### src/rtl/convert_sequencer.sv
// rtl/convert_sequencer.sv - digit entry, conversion handshake and display select sequencer
// Optional watchdog on the WAIT state is compiled in when CONV_SEQ_TIMEOUT_EN is defined.
module convert_sequencer #(
  parameter int DIGITS  = 4,
  parameter int TIMEOUT = 1024
) (
  input  logic                  clk,
  input  logic                  reset,
  input  logic                  enter_pulse,
  input  logic                  confirm_pulse,
  input  logic                  clear_pulse,
  input  logic [3:0]            nibble,
  output logic                  conv_req,
  output logic [4*DIGITS-1:0]   conv_data,
  input  logic                  conv_done,
  input  logic [15:0]           conv_result,
  input  logic                  conv_error,
  output logic [31:0]           show,
  output logic [7:0]            mask,
  output logic                  error,
  output logic                  busy,
  output logic [2:0]            state
);

  typedef enum logic [2:0] {
    ST_ENTRY = 3'd0,
    ST_REQ   = 3'd1,
    ST_WAIT  = 3'd2,
    ST_SHOW  = 3'd3,
    ST_ERR   = 3'd4
  } state_t;

  localparam logic [3:0] DIG_MAX = 4'(DIGITS);

  state_t      state_q;
  logic [31:0] entry_q;
  logic [3:0]  count_q;
  logic [7:0]  mask_q;
  logic [15:0] result_q;
  logic [31:0] show_q;
  logic        error_q;
  logic        req_q;
  logic        busy_q;

  // Shifted entry and mask used whenever a digit is accepted in ENTRY
  logic [31:0] entry_shift_d;
  logic [7:0]  mask_shift_d;
  logic        can_enter_d;

  // Precompute the effect of a digit shift so the sequential block stays readable
  always_comb begin
    entry_shift_d = {entry_q[27:0], nibble};
    mask_shift_d  = {mask_q[6:0], 1'b1};
    can_enter_d   = enter_pulse && (count_q < DIG_MAX);
  end

`ifdef CONV_SEQ_TIMEOUT_EN
  localparam logic [15:0] WD_LAST = 16'(TIMEOUT - 1);
  logic [15:0] wait_cnt_q;
`endif

  // Sequencer FSM; every output is a register so nothing passes straight from input to output
  always_ff @(posedge clk or posedge reset) begin
    if (reset) begin
      state_q  <= ST_ENTRY;
      entry_q  <= '0;
      count_q  <= '0;
      mask_q   <= '0;
      result_q <= '0;
      show_q   <= '0;
      error_q  <= 1'b0;
      req_q    <= 1'b0;
      busy_q   <= 1'b0;
`ifdef CONV_SEQ_TIMEOUT_EN
      wait_cnt_q <= '0;
`endif
    end else begin
      req_q <= 1'b0;
      if (clear_pulse) begin
        // Clear drops the pending conversion; late done/error land outside WAIT and are ignored
        state_q  <= ST_ENTRY;
        entry_q  <= '0;
        count_q  <= '0;
        mask_q   <= '0;
        result_q <= '0;
        show_q   <= '0;
        error_q  <= 1'b0;
        busy_q   <= 1'b0;
      end else begin
        case (state_q)
          ST_ENTRY: begin
            if (can_enter_d) begin
              entry_q <= entry_shift_d;
              count_q <= count_q + 4'd1;
              mask_q  <= mask_shift_d;
              show_q  <= entry_shift_d;
            end
            // A same-cycle enter counts toward the non-empty check
            if (confirm_pulse && (can_enter_d || count_q != 4'd0)) begin
              state_q <= ST_REQ;
              req_q   <= 1'b1;
              busy_q  <= 1'b1;
            end
          end
          ST_REQ: begin
            state_q <= ST_WAIT;
`ifdef CONV_SEQ_TIMEOUT_EN
            wait_cnt_q <= '0;
`endif
          end
          ST_WAIT: begin
            if (conv_error) begin
              state_q <= ST_ERR;
              error_q <= 1'b1;
              busy_q  <= 1'b0;
            end else if (conv_done) begin
              state_q  <= ST_SHOW;
              result_q <= conv_result;
              show_q   <= {16'h0, conv_result};
              mask_q   <= 8'h0F;
              busy_q   <= 1'b0;
`ifdef CONV_SEQ_TIMEOUT_EN
            end else if (wait_cnt_q == WD_LAST) begin
              state_q <= ST_ERR;
              error_q <= 1'b1;
              busy_q  <= 1'b0;
            end else if (wait_cnt_q != 16'hFFFF) begin
              wait_cnt_q <= wait_cnt_q + 16'd1;
`endif
            end
          end
          ST_SHOW: begin
            if (enter_pulse) begin
              state_q <= ST_ENTRY;
              entry_q <= {28'h0, nibble};
              count_q <= 4'd1;
              mask_q  <= 8'h01;
              show_q  <= {28'h0, nibble};
            end
          end
          ST_ERR: begin
            state_q <= ST_ERR;
          end
          default: begin
            state_q <= ST_ENTRY;
          end
        endcase
      end
    end
  end

  assign conv_req  = req_q;
  assign conv_data = entry_q[4*DIGITS-1:0];
  assign show      = show_q;
  assign mask      = mask_q;
  assign error     = error_q;
  assign busy      = busy_q;
  assign state     = state_q;

endmodule

### config.mk
export PLATFORM = sky130hd
export DESIGN_NAME = convert_sequencer
export DESIGN_NICKNAME = d
export VERILOG_FILES = /design/src/rtl/convert_sequencer.sv
export SDC_FILE = /design/constraint.sdc
export NUM_CORES = 1
export LEC_CHECK = 0
export CAP_MARGIN = 20
export CORE_ASPECT_RATIO = 0.75
export CORE_MARGIN = 2
export CORE_UTILIZATION = 50
export CTS_BUF_LIST = sky130_fd_sc_hd__clkbuf_4 sky130_fd_sc_hd__clkbuf_8 sky130_fd_sc_hd__clkbuf_16
export DETAILED_ROUTE_END_ITERATION = 6
export HOLD_SLACK_MARGIN = 0.12
export PLACE_DENSITY_LB_ADDON = 0.08
export SLEW_MARGIN = 20
export SYNTH_ARGS = -nofsm -noshare
export SYNTH_HDL_FRONTEND = slang
export SYNTH_SLANG_ARGS = --single-unit
### constraint.sdc
create_clock -name clk -period 3.6 [get_ports clk]
set_input_delay 0.72 -clock clk [delete_from_list [all_inputs] [get_ports clk]]
set_output_delay 0.72 -clock clk [all_outputs]
set_load 0.02 [all_outputs]
==> results.md, run 1 <==
- IR analysis of the VDD net gives a maximum drop of 256 uV.
- In this run, synthesis produced a sequential element count of 78.
- Across the run, the number of max-cap violations was 0.
- The highest attainable clock frequency is 364 MHz.
- The portion of total power attributed to combinational logic is 15.8%.
- The I/O pin count is 89.
- For flop-to-flop paths, the worst setup slack is 1170 ps.
- Cells with a size suffix above 1 make up 15.9% of the layout.
- For this run, the number of Yosys warnings is 0.
- The number of inserted diodes is 0.
- The die is 103 microns wide.
- Setup repair after global routing left no endpoint under its margin.
- Using the TritonRoute via totals, the vias-per-cell ratio works out to 5.38.
- The switching power of the nets is 542 uW.
- The worst flop-to-flop path startpoint is state[0].
- The maximum clock path buffer count is 2.
- The biggest fanout along the worst timing path is 26.
- The die outline area is 0.00803 sq mm.
- The largest single stage delay on the critical path is 930 ps.
- Along the worst hold path, the cell count comes to 1.
- The final number of hold-violating endpoints is 0.
- At the pin with the least slew margin, the transition time is 898 ps.
- The run finished with clean final reports.
- For the worst setup path, the data arrival time is 2030 ps.
- When the netlist entered floorplanning its net count stood at 354.
- Internal power comes to 1370 uW.
- The average wire per standard cell is 16.9 microns.
- For the worst setup path, the data required time is 2880 ps.
- The analysis attributes to cell leakage a power of 0.00193 uW.
- The floorplan step defined a core boundary enclosing 0.00696 sq mm.
- The first global-routing pass estimated 14.0 mm of wire.
- The largest net degree at the start of global routing is 41.
- On the critical path the largest part of the delay comes from flip-flops.
- The via count of the first global-routing pass came to 2737.
- The sum of negative setup slack is 0 ps.
- The routability-driven placement congestion ratio is 0.813.
- The number of clock buffers added by TritonCTS is 9.
- The signed area change from the synthesized netlist to the final layout is 28.2%.
- The aggregate global-route resource usage is 22.3%.
- The total overflow reported by the global router is 0.
- In this run the mean area of a mapped cell was 11.3 sq um.
- The worst path in the final design needs a cycle of 2750 ps, including I/O delays and setup.
- The setup skew after layout is 7.44 ps.
- For this block, the via count after detailed routing is 2658.
- The depth of the worst register-to-register path is 4.
- The total power divided by cell area is 407 mW/mm^2.
- The post-CTS clock slew at the launch and capture registers of the worst setup and hold paths is 90 ps.
- In this run, the clock network consumes 35.2% of the power.
- The clock tree from TritonCTS is done.
- The tree is rooted in a sky130_fd_sc_hd__clkbuf_8.
- The sequential element share of the synthesized area is 53.3%.
- After the last flow step, the layout net total stands at 420.
- The total DRC errors in the routed layout is 0.
- The height of the chip is 78.1 microns.
- The initial antenna violation count is 0.
- The sequential cell fraction of total power is 49.0%.
- Setup violations remaining at the end of the flow were counted as 0.
- At the end of the flow the core is filled with cells to 67.5%.
- Synthesis handed over a netlist of 325 instances.
- The largest individual stage delay along the critical path comes from the cell sky130_fd_sc_hd__dfrtp_1.
- The total length of routed wires is 8.37 mm.
- The source-to-sink clock delay at the later pin of the worst-skew pair is 340 ps.
- The critical path goes through clkdlybuf4s50_1.
- The number of DRC markers in iteration 0 is 200.
- The count of pins over their slew limit came to 0.
- The portion of the clock cycle consumed by the worst path in the final layout is 76.3%.
- The type of the setup path with the least slack is register to output port.
- The class of the most critical hold timing path is register to register.
- Buffers placed on the I/O ports in this run total 88.
- The number of buffers inserted for hold repair after clock tree synthesis is 0.
- STA classifies the critical path endpoint as an output port.
- For hold timing, the worst endpoint is show[31].
- The H-tree was split into 3 levels.
- The remaining max-slew budget at the tightest pin is 40.0%.
- The first-pass iteration count of the detailed router is 4.
- Once detailed placement completed, the half-perimeter wirelength came to 5.59 mm.
- The initial utilization of the core area, before any placement, comes to 52.6%.
- The final-layout worst hold slack is 485 ps.
- The number of setup buffers added after CTS is 0.
- Once detail routing completed, the nets flagged for antenna violations numbered 0.
- The destination of the worst register-to-register timing path is entry_q[10].
- The synthesized netlist contains 38 unique library cells.
- After floorplanning, the core was divided into 26 placement rows.
- The worst setup path is launched from a register.
- Counting both buffers and inverters, the worst setup path holds a total of 1.
- The fraction of power spent switching nets is 28.3%.
- The worst hold path begins at entry_q[27].
- The total number of clock tree sinks is 78.
- The mapped netlist covers 0.00366 sq mm.
- Post-CTS repair changed the size of 0 cells.
-- worst max-delay path by stage --
stage | slack [ps] | start | endpoint | cells after the start
final | 850 | state[0] | state[0] | 1
after global placement | 920 | enter_pulse | entry_q[9] | 6
after floorplan | 880 | reset | busy | 1
after CTS | 830 | state[0] | state[0] | 1
after global routing | 710 | state[0] | state[0] | 1
after detailed placement | 860 | enter_pulse | entry_q[14] | 6
-- per-stage QoR --
step	instance area, sq um	worst slack [ps]	instances	power (uW)
after floorplan	3660	885	325	1150
after global placement	4490	915	478	1250
after detailed placement	4490	865	478	1260
after CTS	4700	830	494	1930
after global routing	4700	709	494	2000
final	4700	854	494	1910
-- flip-flops by register name, summed over array words and instances (netlist names) --
signal,flops
show,32
entry_q,28
mask,8
count_q,4
state,3
busy,1
conv_req,1
error,1
-- metal layers --
layer	vias up	global-route usage, %	part of all wire [%]
met5	-	0	0
met4	0	4.21	0.48
met3	4	5.88	4.5
met2	68	33.1	46
met1	1309	33.3	49
li1	1277	-	-
-- layout by cell type (no fill, tap or decap), drive strengths merged, types with 5 or more instances in the layout --
master / instances
mux2i: 8
buf: 8
dfrtp: 78
nand2: 5
a22o: 20
a21oi: 17
clkdlybuf4s50: 88
nor2: 13
o2bb2ai: 19
nor3b: 13
inv: 31
o21ai: 30
clkbuf: 10
nand4: 25
-- power by group through the flow --
stage | clock [uW] | sequential [uW] | combinational (uW)
CTS | 683 | 938 | 305
detailed placement | 0 | 955 | 304
finish | 674 | 938 | 302
global placement | 0 | 954 | 299
floorplan | 0 | 964 | 182
global route | 725 | 943 | 328
-- cells in the mapped netlist --
library cell                instances  area (sq um)
sky130_fd_sc_hd__a21bo_2            1          10.0
sky130_fd_sc_hd__o2bb2ai_2         10           150
sky130_fd_sc_hd__o21ai_1            1          5.00
sky130_fd_sc_hd__and2_1             1          6.26
sky130_fd_sc_hd__or3b_2             1          8.76
sky130_fd_sc_hd__a21oi_1           17          85.1
sky130_fd_sc_hd__nor2_2             1          6.26
sky130_fd_sc_hd__o2bb2ai_1          9          78.8
sky130_fd_sc_hd__o41ai_1            1          8.76
sky130_fd_sc_hd__a21o_1             2          15.0
sky130_fd_sc_hd__nor3_1             2          10.0
sky130_fd_sc_hd__or2_1              1          6.26
sky130_fd_sc_hd__nor3b_1           13          97.6
sky130_fd_sc_hd__a31oi_1            1          6.26
sky130_fd_sc_hd__inv_2              1          3.75
sky130_fd_sc_hd__nand2b_1           2          12.5
sky130_fd_sc_hd__inv_1             30           113
sky130_fd_sc_hd__o21ai_2           20           175
sky130_fd_sc_hd__buf_2             11          55.1
sky130_fd_sc_hd__a22o_1            20           175
sky130_fd_sc_hd__buf_4             17           128
sky130_fd_sc_hd__nor4_4             1          21.3
sky130_fd_sc_hd__nand2_1            5          18.8
sky130_fd_sc_hd__nand4_1           25           156
sky130_fd_sc_hd__nor2b_1            3          18.8
sky130_fd_sc_hd__a211oi_1           2          15.0
sky130_fd_sc_hd__dfrtp_1           78          1950
sky130_fd_sc_hd__o21a_4             1          15.0
sky130_fd_sc_hd__mux2i_1            8          80.1
sky130_fd_sc_hd__clkbuf_1           9          33.8
sky130_fd_sc_hd__nor2_1            12          45.0
sky130_fd_sc_hd__a221oi_2           1          15.0
sky130_fd_sc_hd__or3_1              1          6.26
sky130_fd_sc_hd__a31o_2             1          8.76
sky130_fd_sc_hd__o21ai_0            9          45.0
sky130_fd_sc_hd__nor4_1             1          6.26
sky130_fd_sc_hd__buf_6              4          45.0
sky130_fd_sc_hd__ha_1               2          25.0
-- logic make-up after synthesis --
family | synth area share [%]
AOI/OAI and AO/OA | 22.1
DFF | 53.3
buffers and inverters | 10.3
and+or+nand+nor | 11.5
muxes | 2.19
adders and majority gates | 0.683
-- final cells by class --
class / count / area, sq um
clock inverter: 6 / 70.1
timing repair buffer: 96 / 953
multi-input combinational: 175 / 1350
fill: 577 / 2260
sequential: 78 / 1950
clock buffer: 10 / 138
tap: 98 / 123
inverter: 31 / 118
Note: power is estimated with default switching activity, not from simulation.
==> run 2, diff against run 1 <==
Clock period 3.6 ns to 2.6 ns, I/O delays scaled along.
==> run 2 against run 1 <==
Effect of this change: total power rose by 34%; combinational power grew 47%; wire length fell by 0.74%; largest cell class unchanged.
==> results.md, run 2 (synthesis gave the netlist of run 1 again) <==
- Outcome: complete, no violations (unchanged).
- The required time at the endpoint of the critical path was 2080 ps (was 2880 ps).
- The number of routed nets with antenna violations is 0 (unchanged).
- The maximum single-stage delay on the critical path came to 680 ps (was 930 ps).
- The sum of negative setup slack came to 0 ps (unchanged).
- The number of standard cells in the final layout excluding fillers is 500 (was 494).
- The via count of the first global-routing pass is 2639 (was 2737).
- The sequential cell fraction of total power is 50.2% (was 49.0%).
- The final number of hold-violating endpoints came to 0 (unchanged).
- Of the available clock period, the critical path in the final layout requires 82.2%.
- The slowest library cell on the worst path was sky130_fd_sc_hd__clkdlybuf4s50_1 (was sky130_fd_sc_hd__dfrtp_1).
- The root cell of the clock tree is sky130_fd_sc_hd__clkbuf_8 (unchanged).
- The number of buffers inserted for hold repair after clock tree synthesis was 0 (unchanged).
- The half-perimeter wire length after placement is 5.71 mm (was 5.59 mm).
- CP Cell Sequence: clkdlybuf4s50_1 (unchanged).
- The category of cells accounting for the largest share of critical-path delay was buffers and inverters (was flip-flops).
- The height of the chip is 78.1 microns (unchanged).
- The worst IR drop on VDD came to 258 uV (was 256 uV).
- The total power divided by cell area was 542 mW/mm^2 (was 407 mW/mm^2).
- The first-pass iteration count of the detailed router is 5 (was 4).
- The count of pins over their slew limit is 0 (unchanged).
- The setup skew after layout came to 10.7 ps (was 7.44 ps).
- The placeable core region was 0.00696 sq mm (unchanged).
- The count of buffer and inverter cells on the critical path is 1 (unchanged).
- The switching power of the nets is 773 uW (was 542 uW).
- The sequential cell area is 0.00195 sq mm (unchanged).
- The clock tree from TritonCTS is done (unchanged).
- The fraction of power spent switching nets came to 30.1% (was 28.3%).
- The area after detailed placement came to 0.00456 sq mm (was 0.00449 sq mm).
- The biggest fanout along the worst timing path is 12 (was 26).
- The portion of total power attributed to the clock network was 32.5% (was 35.2%).
- The width of the die is 103 microns (unchanged).
- The setup slack after placement is 217 ps (was 865 ps).
- The destination of the worst register-to-register timing path was entry_q[24] (was entry_q[10]).
- The total non-filler cell area in the finished layout is 0.00474 sq mm (was 0.00470 sq mm).
- The total number of nets in the final design came to 426 (was 420).
- The starting utilization of the core area is 52.6% (unchanged).
- The portion of total power attributed to combinational logic is 17.3% (was 15.8%).
- The average vias per placed instance is 5.50 (was 5.38).
- The total DRC errors in the routed layout is 0 (unchanged).
- The class of the most critical hold timing path is primary input to async pin (was register to register).
- The total number of clock tree sinks is 78 (unchanged).
- The I/O pin count came to 89 (unchanged).
- The post-cts sizing count was 0 (unchanged).
- The placement row count is 26 (unchanged).
- The flip-flop count of the largest register after layout is 32 (unchanged).
- The largest net degree at the start of global routing came to 35 (was 41).
- Leading cell types in the layout, fill and taps excluded: sky130_fd_sc_hd__clkdlybuf4s50_1 (88), sky130_fd_sc_hd__dfrtp_1 (78), sky130_fd_sc_hd__inv_1 (29), sky130_fd_sc_hd__nand4_1 (25) (unchanged).
- The remaining max-slew budget at the tightest pin is 42.1% (was 40.0%).
- The worst path in the final design needs a cycle of 2140 ps, including I/O delays and setup.
- The fill cell total of the finished layout is 549 (was 577).
- The critical path startpoint category is a register (unchanged).
- The number of DRC markers in iteration 0 is 96 (was 200).
- The source-to-sink clock delay at the later pin of the worst-skew pair was 350 ps (was 340 ps).
- The setup violation total in the final timing report is 0 (unchanged).
- The share of final-layout standard cells stronger than drive strength 1 came to 17.2% (was 15.9%).
- The total of max-cap violations was 0 (unchanged).
- The final worst slack is 462 ps (was 854 ps).
- The number of H-tree levels is 3 (unchanged).
- The number of inserted diodes is 0 (unchanged).
- The register-to-register path setup slack is 590 ps (was 1170 ps).
- The post-CTS clock slew at the launch and capture registers of the worst setup and hold paths was 90 ps (about the same).
- The cell leakage power came to 0.00195 uW (was 0.00193 uW).
- The maximum clock path buffer count is 2 (unchanged).
- The number of placed instances with taps included came to 484 (was 478).
- The most common library cell in the layout ignoring fill and taps is sky130_fd_sc_hd__clkdlybuf4s50_1 (unchanged).
- The worst path arrival time was 1620 ps (was 2030 ps).
- The area of the multi-input gates is 0.00135 sq mm (unchanged).
- The transition time at the pin with the least slew margin is 866 ps (was 898 ps).
- The port buffer count is 88 (unchanged).
- The die outline area is 0.00803 sq mm (unchanged).
- The average wire per standard cell came to 16.6 microns (was 16.9 microns).
- RSZ-0062 raised after global routing: false (unchanged).
- The signed area change from the synthesized netlist to the final layout came to 29.4% (was 28.2%).
- The number of setup buffers added after CTS was 0 (unchanged).
- The routability-driven placement congestion ratio was 0.855 (was 0.813).
- The worst flop-to-flop path startpoint is state[1] (was state[0]).
- The total length of routed wires came to 8.31 mm (was 8.37 mm).
- The type of the setup path with the least slack is register to output port (unchanged).
- The highest attainable clock frequency is 468 MHz.
- The aggregate global-route resource usage is 22.3% (about the same).
- The internal power is 1800 uW (was 1370 uW).
- The total overflow reported by the global router is 0 (unchanged).
- The detailed-route via count is 2752 (was 2658).
- The initial antenna violation count came to 0 (unchanged).
- The depth of the worst register-to-register path is 5 (was 4).
- The TritonCTS buffer count is 9 (unchanged).
- The first-pass GRT wire length is 13.8 mm (was 14.0 mm).
- The element type at the critical path end was an output port (unchanged).
==> run 2: cell count changes in the layout (fill, tap and decap cells not counted) <==
cell / change
sky130_fd_sc_hd__bufinv_16: -1
sky130_fd_sc_hd__inv_6: +2
sky130_fd_sc_hd__clkbuf_8: -1
sky130_fd_sc_hd__clkinv_4: -1
sky130_fd_sc_hd__clkinvlp_4: +1
sky130_fd_sc_hd__buf_4: +4
sky130_fd_sc_hd__buf_12: +2
==> run 2: area by class of cell <==
class	instances	area share [%]
Tap cell	98	2.59
Clock buffer	9	2.61
Sequential cell	78	41.2
Multi-Input combinational cell	175	28.4
Clock inverter	7	1.19
Inverter	31	2.48
Timing Repair Buffer	102	21.6
==> run 2: routing by layer <==
layer	GRT usage, %	vias up	routed length (microns)
li1	-	1290	-
met1	33.1	1375	3950
met2	32.4	79	3820
met3	6.95	8	471
met4	4.61	0	72
met5	0	-	0
==> run 2: metrics by stage <==
stage | utilization [%] | hold WS (ps) | power, uW
after global routing | 68.1 | 446 | 2690
final | 68.1 | 432 | 2570
after floorplan | - | 466 | 1590
after detailed placement | 65.5 | 477 | 1760
after CTS | 68.1 | 434 | 2600
after global placement | 65.5 | 474 | 1750
==> run 2: power groups by stage <==
stage | Combinational [uW] | Clock [uW] | Sequential (uW)
2_1_floorplan | 251 | 0 | 1330
5_1_grt | 480 | 914 | 1300
3_3_place_gp | 440 | 0 | 1310
6_report | 443 | 836 | 1290
4_1_cts | 446 | 858 | 1290
3_5_place_dp | 445 | 0 | 1310
==> run 2: worst max path at each step <==
stage | startpoint | to | depth (start not counted)
global route | state[1] | state[1] | 1
detailed placement | enter_pulse | entry_q[25] | 6
global placement | enter_pulse | entry_q[26] | 6
finish | state[1] | state[1] | 1
CTS | state[1] | state[1] | 1
floorplan | reset | busy | 1
==> run 3, diff against run 2 <==
Clock period 2.6 ns to 2.2 ns, I/O delays scaled along.
==> run 3 against run 2 <==
Effect of this change: worst setup slack worse by 350 ps; wire length is 4.8% higher; first-iteration DRC count is 52% higher; worst hold slack better by 53 ps; non-clock buffer count is 4 higher; final area is 3.3% higher; die area stayed put; sequential power is 19% higher; register-to-register slack worse by 280 ps; critical path type unchanged; largest power group unchanged.
==> results.md, run 3 (synthesis gave the netlist of run 1 again) <==
- The number of inserted diodes is 0 (unchanged).
- The source-to-sink clock delay at the later pin of the worst-skew pair was 350 ps (about the same).
- The worst IR drop on VDD was 451 uV (was 258 uV).
- The die outline area is 0.00803 sq mm (unchanged).
- The final-layout worst hold slack is 485 ps (was 432 ps).
- The routability-driven placement congestion ratio came to 0.827 (was 0.855).
- The width of the die is 103 microns (unchanged).
- The element type at the critical path end is an output port (unchanged).
- The placeable core region is 0.00696 sq mm (unchanged).
- Outcome: complete, no violations (unchanged).
- The via count of the first global-routing pass was 2693 (was 2639).
- The final number of hold-violating endpoints was 0 (unchanged).
- The number of setup buffers added after CTS came to 0 (unchanged).
- The class of the most critical hold timing path is primary input to async pin (unchanged).
- The share of final-layout standard cells stronger than drive strength 1 was 18.0% (was 17.2%).
- The number of routed nets with antenna violations is 0 (unchanged).
- The most common library cell in the layout ignoring fill and taps is sky130_fd_sc_hd__clkdlybuf4s50_1 (unchanged).
- The register-to-register path setup slack is 310 ps (was 590 ps).
- Leading cell types in the layout, fill and taps excluded: sky130_fd_sc_hd__clkdlybuf4s50_1 (88), sky130_fd_sc_hd__dfrtp_1 (78), sky130_fd_sc_hd__inv_1 (29), sky130_fd_sc_hd__nand4_1 (25) (unchanged).
- The setup skew after layout is 8.03 ps (was 10.7 ps).
- The first-pass iteration count of the detailed router was 4 (was 5).
- The transition time at the pin with the least slew margin is 571 ps (was 866 ps).
- CP Cell Sequence: clkdlybuf4s50_1 (unchanged).
- The TritonCTS buffer count came to 9 (unchanged).
- The total of max-cap violations is 0 (unchanged).
- The maximum single-stage delay on the critical path is 690 ps (was 680 ps).
- The largest net degree at the start of global routing was 31 (was 35).
- The total overflow reported by the global router is 0 (unchanged).
- The starting utilization of the core area is 52.6% (unchanged).
- The worst path arrival time came to 1640 ps (was 1620 ps).
- The portion of the clock cycle consumed by the worst path in the final layout is 94.7%.
- The sequential cell area is 0.00195 sq mm (unchanged).
- The area of the multi-input gates is 0.00135 sq mm (unchanged).
- RSZ-0062 raised after global routing: false (unchanged).
- The type of the setup path with the least slack was register to output port (unchanged).
- Derived from the worst setup path, the maximum achievable clock frequency is 480 MHz.
- The final worst slack is 116 ps (was 462 ps).
- The required time at the endpoint of the critical path is 1760 ps (was 2080 ps).
- The biggest fanout along the worst timing path is 13 (was 12).
- The placement row count is 26 (unchanged).
- The height of the chip was 78.1 microns (unchanged).
- The number of buffers inserted for hold repair after clock tree synthesis is 0 (unchanged).
- The clock tree from TritonCTS was done (unchanged).
- The signed area change from the synthesized netlist to the final layout was 33.7% (was 29.4%).
- The slowest library cell on the worst path is sky130_fd_sc_hd__clkdlybuf4s50_1 (unchanged).
- The total number of nets in the final design is 430 (was 426).
- The post-CTS clock slew at the launch and capture registers of the worst setup and hold paths is 90 ps (about the same).
- The category of cells accounting for the largest share of critical-path delay is buffers and inverters (unchanged).
- The half-perimeter wire length after placement is 5.92 mm (was 5.71 mm).
- The maximum clock path buffer count is 2 (unchanged).
- The flip-flop count of the largest register after layout is 32 (unchanged).
- The fill cell total of the finished layout was 555 (was 549).
- The aggregate global-route resource usage is 23.0% (was 22.3%).
- The root cell of the clock tree is sky130_fd_sc_hd__clkbuf_8 (unchanged).
- The post-cts sizing count is 0 (unchanged).
- The count of buffer and inverter cells on the critical path is 1 (unchanged).
- The total power divided by cell area came to 713 mW/mm^2 (was 542 mW/mm^2).
- The sum of negative setup slack came to 0 ps (unchanged).
- The total number of clock tree sinks came to 78 (unchanged).
- The cell leakage power was 0.00204 uW (was 0.00195 uW).
- The first-pass GRT wire length is 14.3 mm (was 13.8 mm).
- The port buffer count is 88 (unchanged).
- The average wire per standard cell came to 17.3 microns (was 16.6 microns).
- The total length of routed wires is 8.70 mm (was 8.31 mm).
- The average vias per placed instance was 5.56 (was 5.50).
- The I/O pin count is 89 (unchanged).
- The count of pins over their slew limit came to 0 (unchanged).
- The setup slack after placement came to 40.0 ps (was 217 ps).
- The setup violation total in the final timing report is 0 (unchanged).
- The remaining max-slew budget at the tightest pin is 61.9% (was 42.1%).
- The detailed-route via count is 2804 (was 2752).
- The number of DRC markers in iteration 0 is 146 (was 96).
- The total DRC errors in the routed layout was 0 (unchanged).
- The number of H-tree levels is 3 (unchanged).
- The initial antenna violation count is 0 (unchanged).
- The smallest clock period supported by the final layout is computed as 2080 ps.
- The critical path startpoint category is a register (unchanged).
-- run 3: per-stage QoR --
stage | instances | power, uW | utilization [%] | instance area (sq um)
final | 504 | 3490 | 70.3 | 4900
after detailed placement | 488 | 2110 | 66.5 | 4630
after global placement | 488 | 2100 | 66.5 | 4630
after CTS | 504 | 3520 | 70.3 | 4900
after floorplan | 325 | 1870 | - | 3670
after global routing | 504 | 3620 | 70.3 | 4900
-- run 3: power breakdown --
| group | switching [uW] | internal (uW) |
|---|---|---|
| Clock | 540 | 874 |
| Sequential | 53.0 | 1480 |
| Combinational | 305 | 244 |
-- run 3: metal layers --
layer	part of all wire [%]	vias to the layer above	global-route usage, %
li1	-	1303	-
met1	48	1400	33.7
met2	46	95	35.2
met3	5.6	6	5.97
met4	0.62	0	4.21
met5	0	-	0
-- run 3: layout make-up --
cell class / instances / share of cell area, %
well taps: 98 / 2.50
clock inverters: 7 / 2.91
multi-input cells: 175 / 27.5
inverters: 31 / 2.45
repair buffers: 106 / 22.3
flip-flops and latches: 78 / 39.9
clock buffers: 9 / 2.53
-- run 3: worst paths after layout --
check | startpoint | endpoint | cells after the start
worst max register to register | state[0] | entry_q[26] | 5
worst min-delay path | reset | error | 2
max in group asynchronous | reset | count_q[1] | 3
min in group clk | show[8] | show[8] | 1
worst min register to register | show[8] | show[8] | 1
worst max-delay path | state[0] | state[0] | 1
